### config.mk
export PLATFORM = sky130hd
export DESIGN_NAME = div_seq8
export DESIGN_NICKNAME = d
export VERILOG_FILES = /design/src/rtl/div_seq8_pkg.sv /design/src/rtl/div_seq8_sub_stage.sv /design/src/rtl/div_seq8.sv
export SDC_FILE = /design/constraint.sdc
export NUM_CORES = 1
export LEC_CHECK = 0
export ABC_AREA = 1
export BUFFER_PORTS_ARGS = -buffer_cell sky130_fd_sc_hd__buf_4
export CORE_MARGIN = 2
export CORE_UTILIZATION = 41
export DETAILED_ROUTE_END_ITERATION = 8
export GPL_TIMING_DRIVEN = 1
export PLACE_DENSITY_LB_ADDON = 0.15
export SLEW_MARGIN = 10
export SYNTH_ARGS = -nofsm -noshare
export SYNTH_HDL_FRONTEND = slang
export SYNTH_SLANG_ARGS = --single-unit
### constraint.sdc
create_clock -name clk -period 4.52 [get_ports clk]
set_input_delay 0.226 -clock clk [delete_from_list [all_inputs] [get_ports clk]]
set_output_delay 0.226 -clock clk [all_outputs]
set_load 0.02 [all_outputs]
### src/rtl/div_seq8_pkg.sv
// Shared ALU definitions for the sequential divider: FSM states, default
// operand width and the iteration-counter width helper.
package div_seq8_pkg;

  typedef enum logic [1:0] {
    DIV_IDLE = 2'd0,
    DIV_RUN  = 2'd1,
    DIV_DONE = 2'd2
  } div_state_e;

  localparam int DIV_WIDTH = 8;

  // Bits needed to count 0..w (ceil(log2(w+1))).
  function automatic int cnt_bits(input int w);
    return $clog2(w + 1);
  endfunction

endpackage

### src/rtl/div_seq8_sub_stage.sv
// One restoring-division step: T = S - {0,D} as S + ~D + 1 on a
// WIDTH+2-bit carry-lookahead adder. The MSB of T is the borrow; on
// borrow the shifted remainder is kept, otherwise T is taken and the
// quotient bit is 1.
module div_sub_stage #(
  parameter int WIDTH = 8
) (
  input  logic [WIDTH:0]   s,
  input  logic [WIDTH-1:0] d,
  output logic [WIDTH:0]   r_next,
  output logic             q_bit
);

  localparam int N = WIDTH + 2;

  logic [N-1:0] a, b, g, p, c, t;
  logic         term;

  assign a = {1'b0, s};
  assign b = ~{2'b00, d};
  assign g = a & b;
  assign p = a ^ b;

  // Lookahead carries: c[i+1] = OR_j (g[j] & p[j+1..i]) | (p[0..i] & cin), cin = 1.
  always_comb begin
    c    = '0;
    term = 1'b0;
    c[0] = 1'b1;
    for (int i = 0; i < N - 1; i++) begin
      for (int j = 0; j <= i; j++) begin
        term = g[j];
        for (int k = j + 1; k <= i; k++) term = term & p[k];
        c[i+1] = c[i+1] | term;
      end
      term = 1'b1;
      for (int k = 0; k <= i; k++) term = term & p[k];
      c[i+1] = c[i+1] | term;
    end
  end

  assign t      = p ^ c;
  assign q_bit  = ~t[N-1];
  assign r_next = t[N-1] ? s : t[WIDTH:0];

endmodule

### src/rtl/div_seq8.sv
// Sequential radix-2 restoring divider: one quotient bit per clock through a
// single shared subtract stage. start/done handshake; divide-by-zero
// completes in one cycle without iterating.
module div_seq8
  import div_seq8_pkg::*;
#(
  parameter int WIDTH = DIV_WIDTH
) (
  input  logic             clk,
  input  logic             rst,
  input  logic             start,
  input  logic [WIDTH-1:0] dividend,
  input  logic [WIDTH-1:0] divisor,
  output logic             busy,
  output logic             done,
  output logic [WIDTH-1:0] quotient,
  output logic [WIDTH-1:0] remainder,
  output logic             div_by_zero
);

  localparam int              CW   = cnt_bits(WIDTH);
  localparam logic [CW-1:0]   LAST = CW'(WIDTH - 1);

  div_state_e       state, state_nx;
  logic [WIDTH:0]   r;
  logic [WIDTH-1:0] q;
  logic [WIDTH-1:0] d;
  logic [CW-1:0]    cnt;

  logic [WIDTH:0]   s;
  logic [WIDTH:0]   r_next;
  logic             q_bit;
  logic [WIDTH-1:0] q_next;

  // R never exceeds D after a restoring step, so its MSB is never consumed.
  logic             unused_r_msb;
  assign unused_r_msb = r[WIDTH];

  assign s      = {r[WIDTH-1:0], q[WIDTH-1]};
  assign q_next = {q[WIDTH-2:0], q_bit};

  div_sub_stage #(.WIDTH(WIDTH)) u_sub (
    .s      (s),
    .d      (d),
    .r_next (r_next),
    .q_bit  (q_bit)
  );

  // State register.
  always_ff @(posedge clk or posedge rst) begin
    if (rst) state <= DIV_IDLE;
    else     state <= state_nx;
  end

  // Next state; busy/done decode from registered state only.
  always_comb begin
    state_nx = state;
    busy     = (state == DIV_RUN);
    done     = (state == DIV_DONE);
    case (state)
      DIV_IDLE: if (start) state_nx = (divisor != '0) ? DIV_RUN : DIV_DONE;
      DIV_RUN:  if (cnt == LAST) state_nx = DIV_DONE;
      DIV_DONE: state_nx = DIV_IDLE;
      default:  state_nx = DIV_IDLE;
    endcase
  end

  // Datapath: operand load, iteration, and result capture on the final step.
  always_ff @(posedge clk or posedge rst) begin
    if (rst) begin
      r           <= '0;
      q           <= '0;
      d           <= '0;
      cnt         <= '0;
      quotient    <= '0;
      remainder   <= '0;
      div_by_zero <= 1'b0;
    end else begin
      case (state)
        DIV_IDLE: begin
          if (start) begin
            if (divisor != '0) begin
              r   <= '0;
              q   <= dividend;
              d   <= divisor;
              cnt <= '0;
            end else begin
              quotient    <= '1;
              remainder   <= dividend;
              div_by_zero <= 1'b1;
            end
          end
        end
        DIV_RUN: begin
          r   <= r_next;
          q   <= q_next;
          cnt <= cnt + 1'b1;
          if (cnt == LAST) begin
            quotient    <= q_next;
            remainder   <= r_next[WIDTH-1:0];
            div_by_zero <= 1'b0;
          end
        end
        default: ;
      endcase
    end
  end

endmodule

[Word level (Yosys, flattened, before mapping)]
Cells that the tools add are included.
Word-level totals
  memories kept: 0
  logic and storage cells: 143
  memory bits (writable): 0
  bits of input ports: 19
  latch bits: 0
  ROM bits: 0
  output and inout port bits: 19
  register bits: 47
Cells by class
  shift-type cells: 0
  equality and inequality tests: 7
  add/subtract/negate cells: 1
  $mul: 0
  bitwise logic cells: 94
  div/mod/pow operators: 0
  muxes and demuxes: 26
  order comparisons: 0
  reduce and logical (&&, ||, !) cells: 7
Operators by type and width (count)
  $mux W8: 11
  $pmux W8 S2: 4
  $or A1 B1 Y1: 45
  $and A1 B1 Y1: 44
  $not A8 Y10: 1
  $xor A10 B10 Y10: 1
  $xor A9 B10 Y10: 1
  $and A9 B9 Y9: 1
  $mux W4: 2
  $pmux W4 S2: 1
  $reduce_bool A8 Y1: 1
  $mux W2: 3
  $ne A2 B2 Y1 const B: 3
  $reduce_and A3 Y1: 2
  $add A4 B1 Y4 const B: 1
  $eq A4 B3 Y1 const B: 1
  $pmux W2 S2: 1
  $reduce_and A4 Y1: 1
  $mux W1: 3
  $eq A2 B1 Y1 const B: 1
  $eq A2 B2 Y1 const B: 1
  $logic_not A2 Y1: 1
  $ne A2 B1 Y1 const B: 1
  $pmux W1 S2: 1
  other kinds (3): 3

[Logic depth before layout (Yosys ltp)]
  depth in word-level cells: 23
  gate-level depth with buffers: 14
  mapped depth without buffers: 14

[Cells and area by module]
A second synthesis with hierarchy kept.
Unflattened totals
  cells, all modules: 344
  area total of the unflattened synthesis: 2688.8 um2
Modules (own cells, without submodules)
  div_seq8: area an instance 2193.4 um2, cells an instance 264, instances 1, sequential area each 1176.1 um2
  div_sub_stage: area an instance 495.5 um2, cells an instance 80, instances 1, sequential area each 0.0 um2

[Worst setup path before layout]
OpenSTA, ideal clock, no wires.
  path type: reg-to-reg
  from: register r[1]
  to: register q[0]
  cell stages (with the launch flop): 12
  setup time: 0.129 ns
  slack: 2.841 ns
  required time: 4.391 ns
  clock period less this slack: 1.679 ns
  buffers on the path: 0
  data arrival time: 1.550 ns
  cells stage by stage: dfrtp_1 > ha_1 > inv_1 > nand2_1 > nand3_2 > nand2_1 > nand2_2 > nand3_2 > nand2_4 > nor2_8 > o21ai_0 > o21ai_0
Between the ends
  cells in the longest elaborated chain, start to end: 20
  elaborated cells on any way between the ends: 41
  those cells by class: mux: 1; bitwise: 40
RTL lines
  start: declaration: line div_seq8.sv:25  | logic [WIDTH:0] r;
  start signal: assignment: line div_seq8.sv:95  | r <= r_next;
  $xor A9 B10 Y10: line div_seq8_sub_stage.sv:22  | assign p = a ^ b;
  $and A1 B1 Y1 (7 in series): line div_seq8_sub_stage.sv:32  | for (int k = j + 1; k <= i; k++) term = term & p[k];
  $or A1 B1 Y1 (8 in series): line div_seq8_sub_stage.sv:33  | c[i+1] = c[i+1] | term;
  $or A1 B1 Y1 *: line div_seq8_sub_stage.sv:37  | c[i+1] = c[i+1] | term;
  $xor A10 B10 Y10 *: line div_seq8_sub_stage.sv:41  | assign t = p ^ c;
  $not A1 Y1 *: line div_seq8_sub_stage.sv:42  | assign q_bit = ~t[N-1];
  $pmux W8 S2 *: line div_seq8.sv:79  | case (state)
  end signal: assignment: line div_seq8.sv:84  | q <= dividend;
  end signal: assignment: line div_seq8.sv:96  | q <= q_next;
  end: declaration: line div_seq8.sv:26  | logic [WIDTH-1:0] q;
Every way passes the cells marked *; elsewhere a longest branch is shown, timed or not.
A chain may end at the register's enable or synchronous reset.

[Worst setup path in the final report]
  from: register state[1]
  to: register remainder[7]
Between the ends
  cells in the longest elaborated chain, start to end: 3
  elaborated cells on any way between the ends: 8
  those cells by class: eq/ne: 4; mux: 1; reduce/logical: 3
RTL lines
  start: declaration: line div_seq8.sv:24  | div_state_e state, state_nx;
  start signal: assignment: line div_seq8.sv:52  | else state <= state_nx;
  $eq A2 B1 Y1 or $logic_not A2 Y1 (tied branches): line div_seq8.sv:79
  $ne A2 B1 Y1 (no source line) (tied with other cells)
  $reduce_and A4 Y1 (no source line)
  end signal: assignment: line div_seq8.sv:89  | remainder <= dividend;
  end signal: assignment: line div_seq8.sv:100  | remainder <= r_next[WIDTH-1:0];
  end: declaration: line div_seq8.sv:17  | output logic [WIDTH-1:0] remainder,
Parallel ways exist; a longest one is shown, timed or not.

==> flow_metrics.py <==
metrics = {
    "run_status": {
        "status": "completed",
    },
    "drt": {
        "dr_wl_met3_um": 258,
        "drt-initial-drc-count": 66,
        "routed.top_layer": "met4",
        "totalWireLength_um": 5110,
        "vias": 2019,
        "met1_length_um": 2590,
        "drc_errors": 0,
        "dr.pass1.iters": 4,
        "vias_per_cell": 4.76,
        "ant_nets": 0,
        "avgRoutedWirePerCell_um": 12.0,
        "met2_length_um": 2210,
    },
    "placement": {
        "pre_cts_slack_ns": 2.27,
        "place_inst": 416,
        "detailed_place_hpwl_um": 3770,
        "portBuffers": 37,
        "place.gp.congestion": 0.802,
    },
    "finish": {
        "drive_above_1_share_pct": 18.3,
        "diodes": 0,
        "layoutNonFillerInstCount": 424,
        "n_fill_cell": 598,
        "syn_to_final_growth_pct": 15.9,
        "fin_nets": 377,
    },
    "clock_network": {
        "cts_resized": 0,
        "clk_latency_ns": 0.30,
        "cts_tree": "built",
        "cts_setup_buffers": 0,
        "numCtsBuffers": 5,
        "clk_pin_slew_ns": 0.09,
        "cts_buffer_depth": 2,
        "postCtsHoldBufs": 0,
        "cts_sinks": 47,
        "cts_max_level": 2,
        "root_buffer": "clkbuf_8",
    },
    "logic_synthesis": {
        "synth.yosys.seq_area_share_pct": 46.7,
        "yosysMostFrequentCell": "nand2_1",
        "ys_ff_latch": 47,
        "yosys_warnings": 0,
        "syn_area_per_cell_um2": 8.03,
        "yosysTopAreaCellShare_pct": 46.7,
        "synth_cells": 314,
        "yosys-top-cells-area": "dfrtp_1 47%, nand2_1 11%, inv_1 6.4%, nand3_1 5.8%, ha_1 5.0%",
        "async_reset_ff_share_pct": 100,
        "synthFlopType": "dfrtp_1",
        "ys_types": 29,
        "synth_commonest_cells": "74 x nand2_1, 47 x dfrtp_1, 43 x inv_1, 29 x nand3_1, 23 x nor2_1",
        "synth_area_leader_cell": "dfrtp_1",
        "syn_nets": 343,
        "synth_edf_count": 0,
        "syn-cell-area_um2": 2520,
    },
    "floorplanning": {
        "rows": 28,
        "die_h_um": 82.4,
        "die_width_um": 82.4,
        "num_io_pins": 38,
        "start_util_pct": 42.6,
        "dieArea_um2": 6790,
        "core_um2": 5920,
    },
    "timing": {
        "fin_crit_sh_pct": 50.1,
        "setup_ws_ns": 2.25,
        "finalSetupViolations": 0,
        "slew_headroom_pct": 34.9,
        "drv_slew": 0,
        "max_slew.worst_pin.slew_ns": 0.975,
        "min_period_ns": 2.27,
        "fmax_ghz": 0.441,
        "fin_setup_tns_ns": 0,
        "hold_viol_final": 0,
        "fin_worst_skew_ns": 0.00272,
        "rsz0062_at_grt": "no",
    },
    "critical_path": {
        "worstRegToRegCells": 11,
        "crit_fanout": 25,
        "required_ns": 4.72,
        "worstPathArrival_ns": 2.47,
        "cp-end-kind": "flop",
        "startpoint": "state[1]",
        "r2r_slack_ns": 2.25,
        "reg2reg_from": "state[1]",
        "cp-start-kind": "flop",
        "rr_endpoint": "remainder[7]",
        "crit_type": "flop to flop",
    },
    "flow_run": {
        "cap_viol_max_count": 0,
    },
    "grt": {
        "grt_pass1_wl_um": 8770,
        "gr-usage-all-layers_pct": 17.1,
        "grt_pass1_vias": 1862,
        "antenna_found_initial": 0,
        "grt_remaining_overflow": 0,
        "grt_max_degree": 48,
    },
    "power": {
        "peakVddDrop_uv": 367,
        "power-per-cell-area_nw_per_um2": 793,
        "p_leak_nw": 1.55,
        "p_total_mw": 2.32,
    },
    "worst_hold_path": {
        "hold_class": "input pin to asynchronous set/reset pin",
    },
}
## stage by stage
| stage | cell area [µm²] | utilization (%) | hold slack (ns) |
|---|---|---|---|
| after floorplan | 2520 | - | 0.382 |
| final | 2920 | 49.3 | 0.153 |
| after CTS | 2920 | 49.3 | 0.187 |
| after global routing | 2920 | 49.3 | 0.191 |
| after global placement | 2840 | 48.0 | 0.467 |
| after detailed placement | 2840 | 48.0 | 0.475 |
## cells in the final DEF (no fill, tap or decap)
cell type,synthesis,layout
a22o_1,1,1
ha_1,10,10
nand2_4,2,2
or2_2,4,4
or2_0,5,5
a31oi_1,7,7
inv_2,3,4
dfrtp_1,47,47
inv_1,43,42
clkbuf_8,0,5
nor3_1,1,1
nor2_8,1,1
clkbuf_1,5,2
nand3_2,3,3
nor2_4,1,1
nor2_1,23,23
a32o_1,1,1
nand3b_1,1,1
buf_4,1,37
clkinv_2,0,1
nand3_1,29,29
nand2_2,6,6
xor2_1,4,4
o21ai_1,1,1
nand4_1,3,3
nand2_1,74,74
xnor2_1,1,1
a21oi_1,13,13
o21ai_0,20,20
## sequential cells by signal, indices dropped and copies added, names as in the netlist
signal / count
quotient: 8
d: 8
cnt: 4
state: 2
r: 8
div_by_zero: 1
remainder: 8
q: 8
## cell type report
type,count,area [µm²],area share [%]
clock buffer,7,76.3,2.61
tap,75,93.8,3.21
inverter,46,173,5.91
multi-input combinational,211,1120,38.3
sequential,47,1180,40.3
timing repair buffer,37,278,9.51
clock inverter,1,5.00,0.171
## routing by layer
layer	GRT usage (%)	vias up
met1	23.3	913
li1	-	1060
met3	4.67	4
met4	5.50	0
met2	26.5	42
met5	0	-
## logic make-up (layout without fill, tap and decap cells)
| group | after synthesis | count (layout) | share of synthesized area (%) |
|---|---|---|---|
| flip-flops | 47 | 47 | 46.7 |
| AO/OA/AOI/OAI | 43 | 43 | 9.23 |
| AND/OR/NAND/NOR | 153 | 153 | 28.5 |
| buffers and inverters | 56 | 91 | 8.93 |
| XOR/XNOR | 5 | 5 | 1.74 |
| adder cells (fa/ha/maj) | 10 | 10 | 4.96 |
## report_power, final
part           leakage [nW]  total (mW)  internal, mW  switching (mW)
Clock                0.0422       0.251         0.109           0.142
Sequential            0.564       0.736         0.616           0.120
Combinational         0.940        1.33         0.493           0.836
## worst max-delay path: stages (launching register included)
cell,delay [ns]
dfrtp_1,0.39
inv_2,0.09
nand2_4,0.18
inv_2,0.36
o21ai_1,0.15
nand2_1,0.08
inv_1,0.04
nand2_2,0.28
inv_2,0.18
or2_2,0.30
nand2_1,0.07
inv_1,0.03
## worst max path at each step
stage / endpoint / slack [ns] / depth (start not counted)
3_3_place_gp: remainder[7] / 2.33 / 11
4_1_cts: remainder[7] / 2.25 / 11
2_1_floorplan: q[0] / 2.84 / 11
6_report: remainder[7] / 2.25 / 11
3_5_place_dp: remainder[7] / 2.27 / 11
5_1_grt: remainder[7] / 2.06 / 11
(Power assumes the default switching activity.)
